<file path="src/rtl/spi_pwm_pkg.sv">
`default_nettype none
// ============================================================================
// Module      : spi_pwm_pkg
// Description : Shared SPI/PWM types and default word length.
// Revision    : 1.0 - initial release
// ============================================================================

package spi_pwm_pkg;

    localparam int c_DEFAULT_DATA_W = 8;

    typedef enum logic [0:0] {
        IDLE   = 1'b0,
        ACTIVE = 1'b1
    } spi_state_t;

endpackage

`default_nettype wire

</file>
<file path="src/rtl/spi_bit_counter.sv">
`default_nettype none
// ============================================================================
// Module      : spi_bit_counter
// Description : Wrapping bit counter (0..DATA_W-1) with terminal-count flag.
// Revision    : 1.0 - initial release
// ============================================================================

module spi_bit_counter #(
    parameter int DATA_W = 8,
    parameter int CNT_W  = $clog2(DATA_W + 1)
) (
    input  logic             clk,
    input  logic             rst,
    input  logic             i_clr,
    input  logic             i_inc,
    output logic [CNT_W-1:0] o_cnt,
    output logic             o_tc
);

    localparam logic [CNT_W-1:0] c_LAST = CNT_W'(DATA_W - 1);
    localparam logic [CNT_W-1:0] c_ONE  = CNT_W'(1);

    logic [CNT_W-1:0] r_cnt;

    always_ff @(posedge clk or posedge rst) begin
        if (rst) begin
            r_cnt <= '0;
        end else if (i_clr) begin
            r_cnt <= '0;
        end else if (i_inc) begin
            r_cnt <= o_tc ? '0 : r_cnt + c_ONE;
        end
    end

    assign o_cnt = r_cnt;
    assign o_tc  = (r_cnt == c_LAST);

endmodule

`default_nettype wire

</file>
<file path="src/rtl/spi_slave_shifter.sv">
`default_nettype none
// ============================================================================
// Module      : spi_slave_shifter
// Description : SPI mode-0 slave shift engine, MSB first, fed by pre-detected
//               SCLK edge pulses and a synchronised chip select.
// Revision    : 1.0 - initial release
// ============================================================================

module spi_slave_shifter
    import spi_pwm_pkg::*;
#(
    parameter int DATA_W = c_DEFAULT_DATA_W
) (
    input  logic              clk,
    input  logic              rst,
    input  logic              cs_n,
    input  logic              mosi,
    input  logic              sclk_rise,
    input  logic              sclk_fall,
    input  logic [DATA_W-1:0] tx_data,
    output logic              miso,
    output logic [DATA_W-1:0] rx_data,
    output logic              rx_valid,
    output logic              tx_load,
    output logic              busy
);

    localparam int c_CNT_W = $clog2(DATA_W + 1);

    spi_state_t          r_state;
    spi_state_t          w_state_nxt;
    logic [DATA_W-1:0]   r_tx_shift;
    logic [DATA_W-1:0]   r_rx_shift;
    logic [DATA_W-1:0]   r_rx_data;
    logic                r_miso;
    logic                r_rx_valid;
    logic                r_tx_load;
    logic                r_busy;

    logic                w_load;
    logic                w_rise;
    logic                w_fall_shift;
    logic                w_word_done;
    logic                w_cnt_clr;
    logic [c_CNT_W-1:0]  w_cnt;
    logic                w_cnt_tc;
    logic [DATA_W-1:0]   w_rx_shift_nxt;
    logic [DATA_W-1:0]   w_tx_shift_nxt;

    spi_bit_counter #(
        .DATA_W (DATA_W),
        .CNT_W  (c_CNT_W)
    ) u_bit_counter (
        .clk   (clk),
        .rst   (rst),
        .i_clr (w_cnt_clr),
        .i_inc (w_rise),
        .o_cnt (w_cnt),
        .o_tc  (w_cnt_tc)
    );

    // Rise beats fall when both arrive together; cs_n high beats everything.
    always_comb begin
        w_state_nxt  = r_state;
        w_load       = 1'b0;
        w_rise       = 1'b0;
        w_fall_shift = 1'b0;
        w_word_done  = 1'b0;
        case (r_state)
            IDLE: begin
                if (!cs_n) begin
                    w_state_nxt = ACTIVE;
                    w_load      = 1'b1;
                end
            end
            ACTIVE: begin
                if (cs_n) begin
                    w_state_nxt = IDLE;
                end else if (sclk_rise) begin
                    w_rise = 1'b1;
                    if (w_cnt_tc) begin
                        w_word_done = 1'b1;
                        w_load      = 1'b1;
                    end
                end else if (sclk_fall && (w_cnt != '0)) begin
                    w_fall_shift = 1'b1;
                end
            end
            default: w_state_nxt = IDLE;
        endcase
    end

    assign w_cnt_clr      = (r_state == IDLE) || cs_n;
    assign w_rx_shift_nxt = {r_rx_shift[DATA_W-2:0], mosi};
    assign w_tx_shift_nxt = w_load       ? tx_data :
                            w_fall_shift ? {r_tx_shift[DATA_W-2:0], 1'b0} :
                                           r_tx_shift;

    always_ff @(posedge clk or posedge rst) begin
        if (rst) begin
            r_state    <= IDLE;
            r_tx_shift <= '0;
            r_rx_shift <= '0;
            r_rx_data  <= '0;
            r_miso     <= 1'b0;
            r_rx_valid <= 1'b0;
            r_tx_load  <= 1'b0;
            r_busy     <= 1'b0;
        end else begin
            r_state    <= w_state_nxt;
            r_busy     <= (w_state_nxt == ACTIVE);
            r_tx_shift <= w_tx_shift_nxt;
            r_miso     <= (w_state_nxt == ACTIVE) && w_tx_shift_nxt[DATA_W-1];
            r_tx_load  <= w_load;
            r_rx_valid <= w_word_done;
            if (w_rise) begin
                r_rx_shift <= w_rx_shift_nxt;
            end else if (cs_n) begin
                r_rx_shift <= '0;
            end
            if (w_word_done) begin
                r_rx_data <= w_rx_shift_nxt;
            end
        end
    end

    assign miso     = r_miso;
    assign rx_data  = r_rx_data;
    assign rx_valid = r_rx_valid;
    assign tx_load  = r_tx_load;
    assign busy     = r_busy;

endmodule

`default_nettype wire
</file>
<file path="config.mk">
export PLATFORM = sky130hd
export DESIGN_NAME = spi_slave_shifter
export DESIGN_NICKNAME = d
export VERILOG_FILES = /design/src/rtl/spi_pwm_pkg.sv /design/src/rtl/spi_bit_counter.sv /design/src/rtl/spi_slave_shifter.sv
export SDC_FILE = /design/constraint.sdc
export NUM_CORES = 1
export LEC_CHECK = 0
export ABC_AREA = 1
export BUFFER_PORTS_ARGS = -buffer_cell sky130_fd_sc_hd__buf_2
export CORE_MARGIN = 2
export CORE_UTILIZATION = 48
export CTS_CLUSTER_SIZE = 8
export DETAILED_ROUTE_END_ITERATION = 16
export PLACE_DENSITY = 0.73
export SYNTH_ARGS = -nofsm -noshare
export SYNTH_HDL_FRONTEND = slang
export SYNTH_SLANG_ARGS = --single-unit
</file>
<file path="constraint.sdc">
create_clock -name clk -period 1.3 [get_ports clk]
set_input_delay 0.065 -clock clk [delete_from_list [all_inputs] [get_ports clk]]
set_output_delay 0.065 -clock clk [all_outputs]
set_load 0.005 [all_outputs]
</file>
==> results.md <==
- The worst reg-to-reg path cell count is 7.
- Setup repair after global routing could not meet its margin everywhere.
- The pin slew with the least headroom to its limit is 0.386 ns.
- The core utilization of the finished layout is 68.0%.
- The flop and latch count out of synthesis is 31.
- The maximum ir drop on the vdd rail is 0.742 mV.
- The global-route total usage across every layer is 18.9%.
- After detailed routing, the number of vias per cell comes to 5.38.
- Sequential cells were found to cover 55.1% of the synthesized design area.
- STA classifies the critical path startpoint as a flip-flop.
- The clock latency on the worst-skew pair is 0.33 ns.
- The floorplan step defined a core boundary enclosing 2780 um2.
- The fraction of layout cells with a size suffix above 1 is 44.2%.
- The die footprint is 3380 um2.
- The most used flip-flop cell after synthesis is sky130_fd_sc_hd__dfrtp_1.
- The number of nets at the end of the flow is 205.
- The count of standard-cell rows is 19.
- The analysis attributes to cell leakage a power of 0.973 nW.
- The TritonCTS clock tree is done.
- The count of clock tree sinks is 31.
- For this run the aggregate overflow at the end of global routing stands at 0.
- The clock-pin slew of the registers on the worst-case setup and hold paths is 0.09 ns.
- After detailed routing, the number of remaining DRC violations is 0.
- Summed over all instances, the cell type with the most area after synthesis is sky130_fd_sc_hd__dfrtp_1.
- The type of the worst setup path is reg -> reg.
- The net switching fraction of the power is 26.7%.
- In this run, synthesis inferred 0 flip-flops with an integrated enable.
- In the post-synthesis netlist, the biggest area contributors are sky130_fd_sc_hd__dfrtp_1 (55%), sky130_fd_sc_hd__nand3_1 (8.2%), sky130_fd_sc_hd__nand2_1 (5.9%).
- In this run, flip-flops and latches consume 57.5% of the power.
- From synthesis to final layout, the design area changed by 34.4%.
- The required time reported for the critical path endpoint is 1.52 ns.
- The final count of pins violating max slew was 0.
- No sink is reached through more buffers than the 2 on the longest clock path.
- For this run, the number of Yosys warnings is 0.
- The vertical extent of the die is 58.2 um.
- The checks that failed: setup timing.
- The sort of element at the end of the critical path is a flip-flop.
- The pre-antenna-repair detailed-routing pass consisted of 4 iterations.
- The number of distinct standard cells referenced by the synthesized netlist is 23.
- The normalized max-slew margin is 74.3%.
- The number of endpoints with negative hold slack in the final report is 0.
- The net load switching power is 0.481 mW.
- The post-layout minimum cycle time is 1.33 ns.
- Total power for the finished layout comes to 1.80 mW.
- The depth of the worst hold-timing path is 3.
- The number of nets in the synthesized netlist is 152.
- Before CTS, the worst setup slack after placement is -0.0439 ns.
- In this run the worst path has a maximum fanout of 6.
- The flow ran to the end, but the final reports show violations.
- The internal power of the cells totals 1.32 mW.
- The first global-routing pass estimated 4720 um of wire.
- The average cell area after synthesis is 10.4 um2.
- Port buffering added 25 buffers.
- Combinational logic is responsible for 13.0% of the overall power.
- The critical path goes through ha_4, nand3_4, nor2_8, nor2_8, inv_4, nand2_2, nand3_2.
- Detailed placement finished with a half-perimeter wire length of 1900 um.
- Counting stages on the worst path, the most repeated cell is sky130_fd_sc_hd__nor2_8.
- The setup slack of the critical path after layout is -0.0317 ns.
- At the worst endpoint, the arrival time is 1.55 ns.
- The average detailed-routed wire length per instance is 14.1 um.
- In this run the worst hold path is classified as in -> reg.
- The proportion of netlist area held by the largest area contributor is 55.1%.
- The count of endpoints failing setup in the final report is 6.
- For this run, the number of standard cells in the final layout without fillers is 221.
- The cell count after synthesis came out at 136.
- The I/O pin total is 26.
- The deepest level of the CTS H-tree is 2.
- The congestion estimate from routability-driven global placement came to 0.876.
- The initial antenna violation count was 0.
- The share of flip-flops with an asynchronous set or reset is 100%.
- The master of the slowest instance on the critical path is sky130_fd_sc_hd__dfrtp_2.
- Counting instances in the post-synthesis netlist gives the leading cell types as sky130_fd_sc_hd__dfrtp_1 (31), sky130_fd_sc_hd__nand3_1 (23), sky130_fd_sc_hd__nand2_1 (22), sky130_fd_sc_hd__inv_1 (17), sky130_fd_sc_hd__o21ai_2 (8).
- Once detail routing completed, the nets flagged for antenna violations numbered 0.
- The clock root buffer is sky130_fd_sc_hd__clkbuf_4.
- The maximum clock frequency is 0.751 GHz.
- The share of the clock period used by the worst path is 102%.
- The number of inserted diodes is 0.
- The detailed-route wire length is 3110 um.
- For this configuration, the core starts out at a cell density of 50.6%.
- The share of total power in the clock network is 29.4%.
- The worst setup skew after layout is 0.00342 ns.
- The power density normalized to cell area is 952 nW/um2.
- The synthesized netlist occupies a cell area of 1410 um2.
- The via count of the first global-routing pass is 1,128.
- The die is 58.2 um wide.
- The leading cell type by number of instances after synthesis is sky130_fd_sc_hd__dfrtp_1.
- The initial detailed-routing violation count is 47.
- The maximum number of pins on one net before global-route repair is 32.
- The worst hold margin is 0.0125 ns.
- The final route contains 1,189 vias.
- The largest single stage delay on the critical path is 0.46 ns.
- The count of maximum capacitance violations is 0.
- In this run, CTS created clock tree buffers numbering 5.
- The total placed cells including tap cells is 199.
## cells by family (layout without fill, tap and decap cells)
logic type	after synthesis	count (layout)	synth area share [%]
fa+ha+maj	2	2	1.78
compound gates	21	21	10.3
flops	31	31	55.1
simple gates	61	62	25.3
buf+inv	21	74	7.47
## power by group through the flow
stage / logic [mW] / clock network (mW) / registers (mW)
2_1_floorplan: 0.107 / 0 / 1.04
3_3_place_gp: 0.164 / 0 / 1.05
3_5_place_dp: 0.171 / 0 / 1.05
4_1_cts: 0.199 / 0.538 / 1.03
5_1_grt: 0.257 / 0.595 / 1.04
6_report: 0.235 / 0.530 / 1.04
## cells in the final DEF (no fill, tap or decap)
cell type                       count
sky130_fd_sc_hd__inv_1             15
sky130_fd_sc_hd__nand4_1            1
sky130_fd_sc_hd__nor2_2             1
sky130_fd_sc_hd__o21ai_0            4
sky130_fd_sc_hd__nand2_2            8
sky130_fd_sc_hd__nand2_1           16
sky130_fd_sc_hd__nand2_4            4
sky130_fd_sc_hd__a21oi_1            1
sky130_fd_sc_hd__inv_6              1
sky130_fd_sc_hd__dlygate4sd3_1      9
sky130_fd_sc_hd__nor2_4             2
sky130_fd_sc_hd__dfrtp_1           30
sky130_fd_sc_hd__inv_2              3
sky130_fd_sc_hd__buf_6              2
sky130_fd_sc_hd__inv_4              1
sky130_fd_sc_hd__inv_8              1
sky130_fd_sc_hd__o22ai_1            7
sky130_fd_sc_hd__nand3_2            4
sky130_fd_sc_hd__nand3_4            3
sky130_fd_sc_hd__clkinv_2           1
sky130_fd_sc_hd__o21ai_2            8
sky130_fd_sc_hd__clkbuf_1           2
sky130_fd_sc_hd__buf_4              9
sky130_fd_sc_hd__a31oi_2            1
sky130_fd_sc_hd__ha_4               2
sky130_fd_sc_hd__dfrtp_2            1
sky130_fd_sc_hd__clkbuf_4           5
sky130_fd_sc_hd__nor2_1             2
sky130_fd_sc_hd__nand3_1           19
sky130_fd_sc_hd__buf_2             25
sky130_fd_sc_hd__nor2_8             2
## layer usage
metal  wire (um)  vias up  share of wire [%]  global-route usage (%)
li1            -      558                  -                       -
met1        1300      570                 42                    22.2
met2        1520       46                 49                    30.7
met3         190       15                6.1                    6.70
met4          96        0                3.1                    9.63
met5           0        -                  0                       0
## repair_timing
action,in CTS,in global routing
gates cloned,1,1
endpoints found under the hold margin,40,0
setup buffers,2,1
hold buffers,9,0
setup endpoints to repair,16,18
pin swaps,4,11
gates resized for setup,5,20
## worst paths after layout
| check | to | startpoint | slack, ns |
|---|---|---|---|
| max reg2reg | r_tx_shift[5] | u_bit_counter.o_cnt[1] | -0.03 |
| min reg2reg | rx_data[6] | rx_data[6] | 0.48 |
| min in group asynchronous | rx_data[0] | rst | 0.37 |
| max in group asynchronous | u_bit_counter.o_cnt[1] | rst | 0.64 |
| max | r_tx_shift[5] | u_bit_counter.o_cnt[1] | -0.03 |
| min | rx_data[0] | mosi | 0.01 |
## layout make-up
type | instances | area, um2
multi-input combinational | 85 | 627
inverter | 20 | 87.6
sequential | 31 | 777
tap | 31 | 38.8
timing repair inverter | 1 | 6.26
clock inverter | 1 | 5.00
timing repair buffer | 45 | 305
clock buffer | 7 | 45.0
fill | 220 | 890
## registers in the layout, indices dropped and copies added, names as in the netlist
signal and count:
tx_load 1, r_rx_shift 7, r_tx_shift 8, rx_valid 1, miso 1, busy 1
u_bit_counter.o_cnt 4, rx_data 8
## metrics by stage
stage               TNS, ns  area (um2)
finish              -0.0749        1890
global route         -0.469        1890
CTS                 -0.0144        1800
detailed placement   -0.281        1610
global placement          0        1610
floorplan                 0        1410
## critical path: cells and delay by family, from the launching register on
kind          cells  cell delay [ns]
fa+ha+maj         1             0.19
buf+inv           1             0.07
flops             1             0.46
simple gates      5             0.49
(Power assumes the default switching activity.)
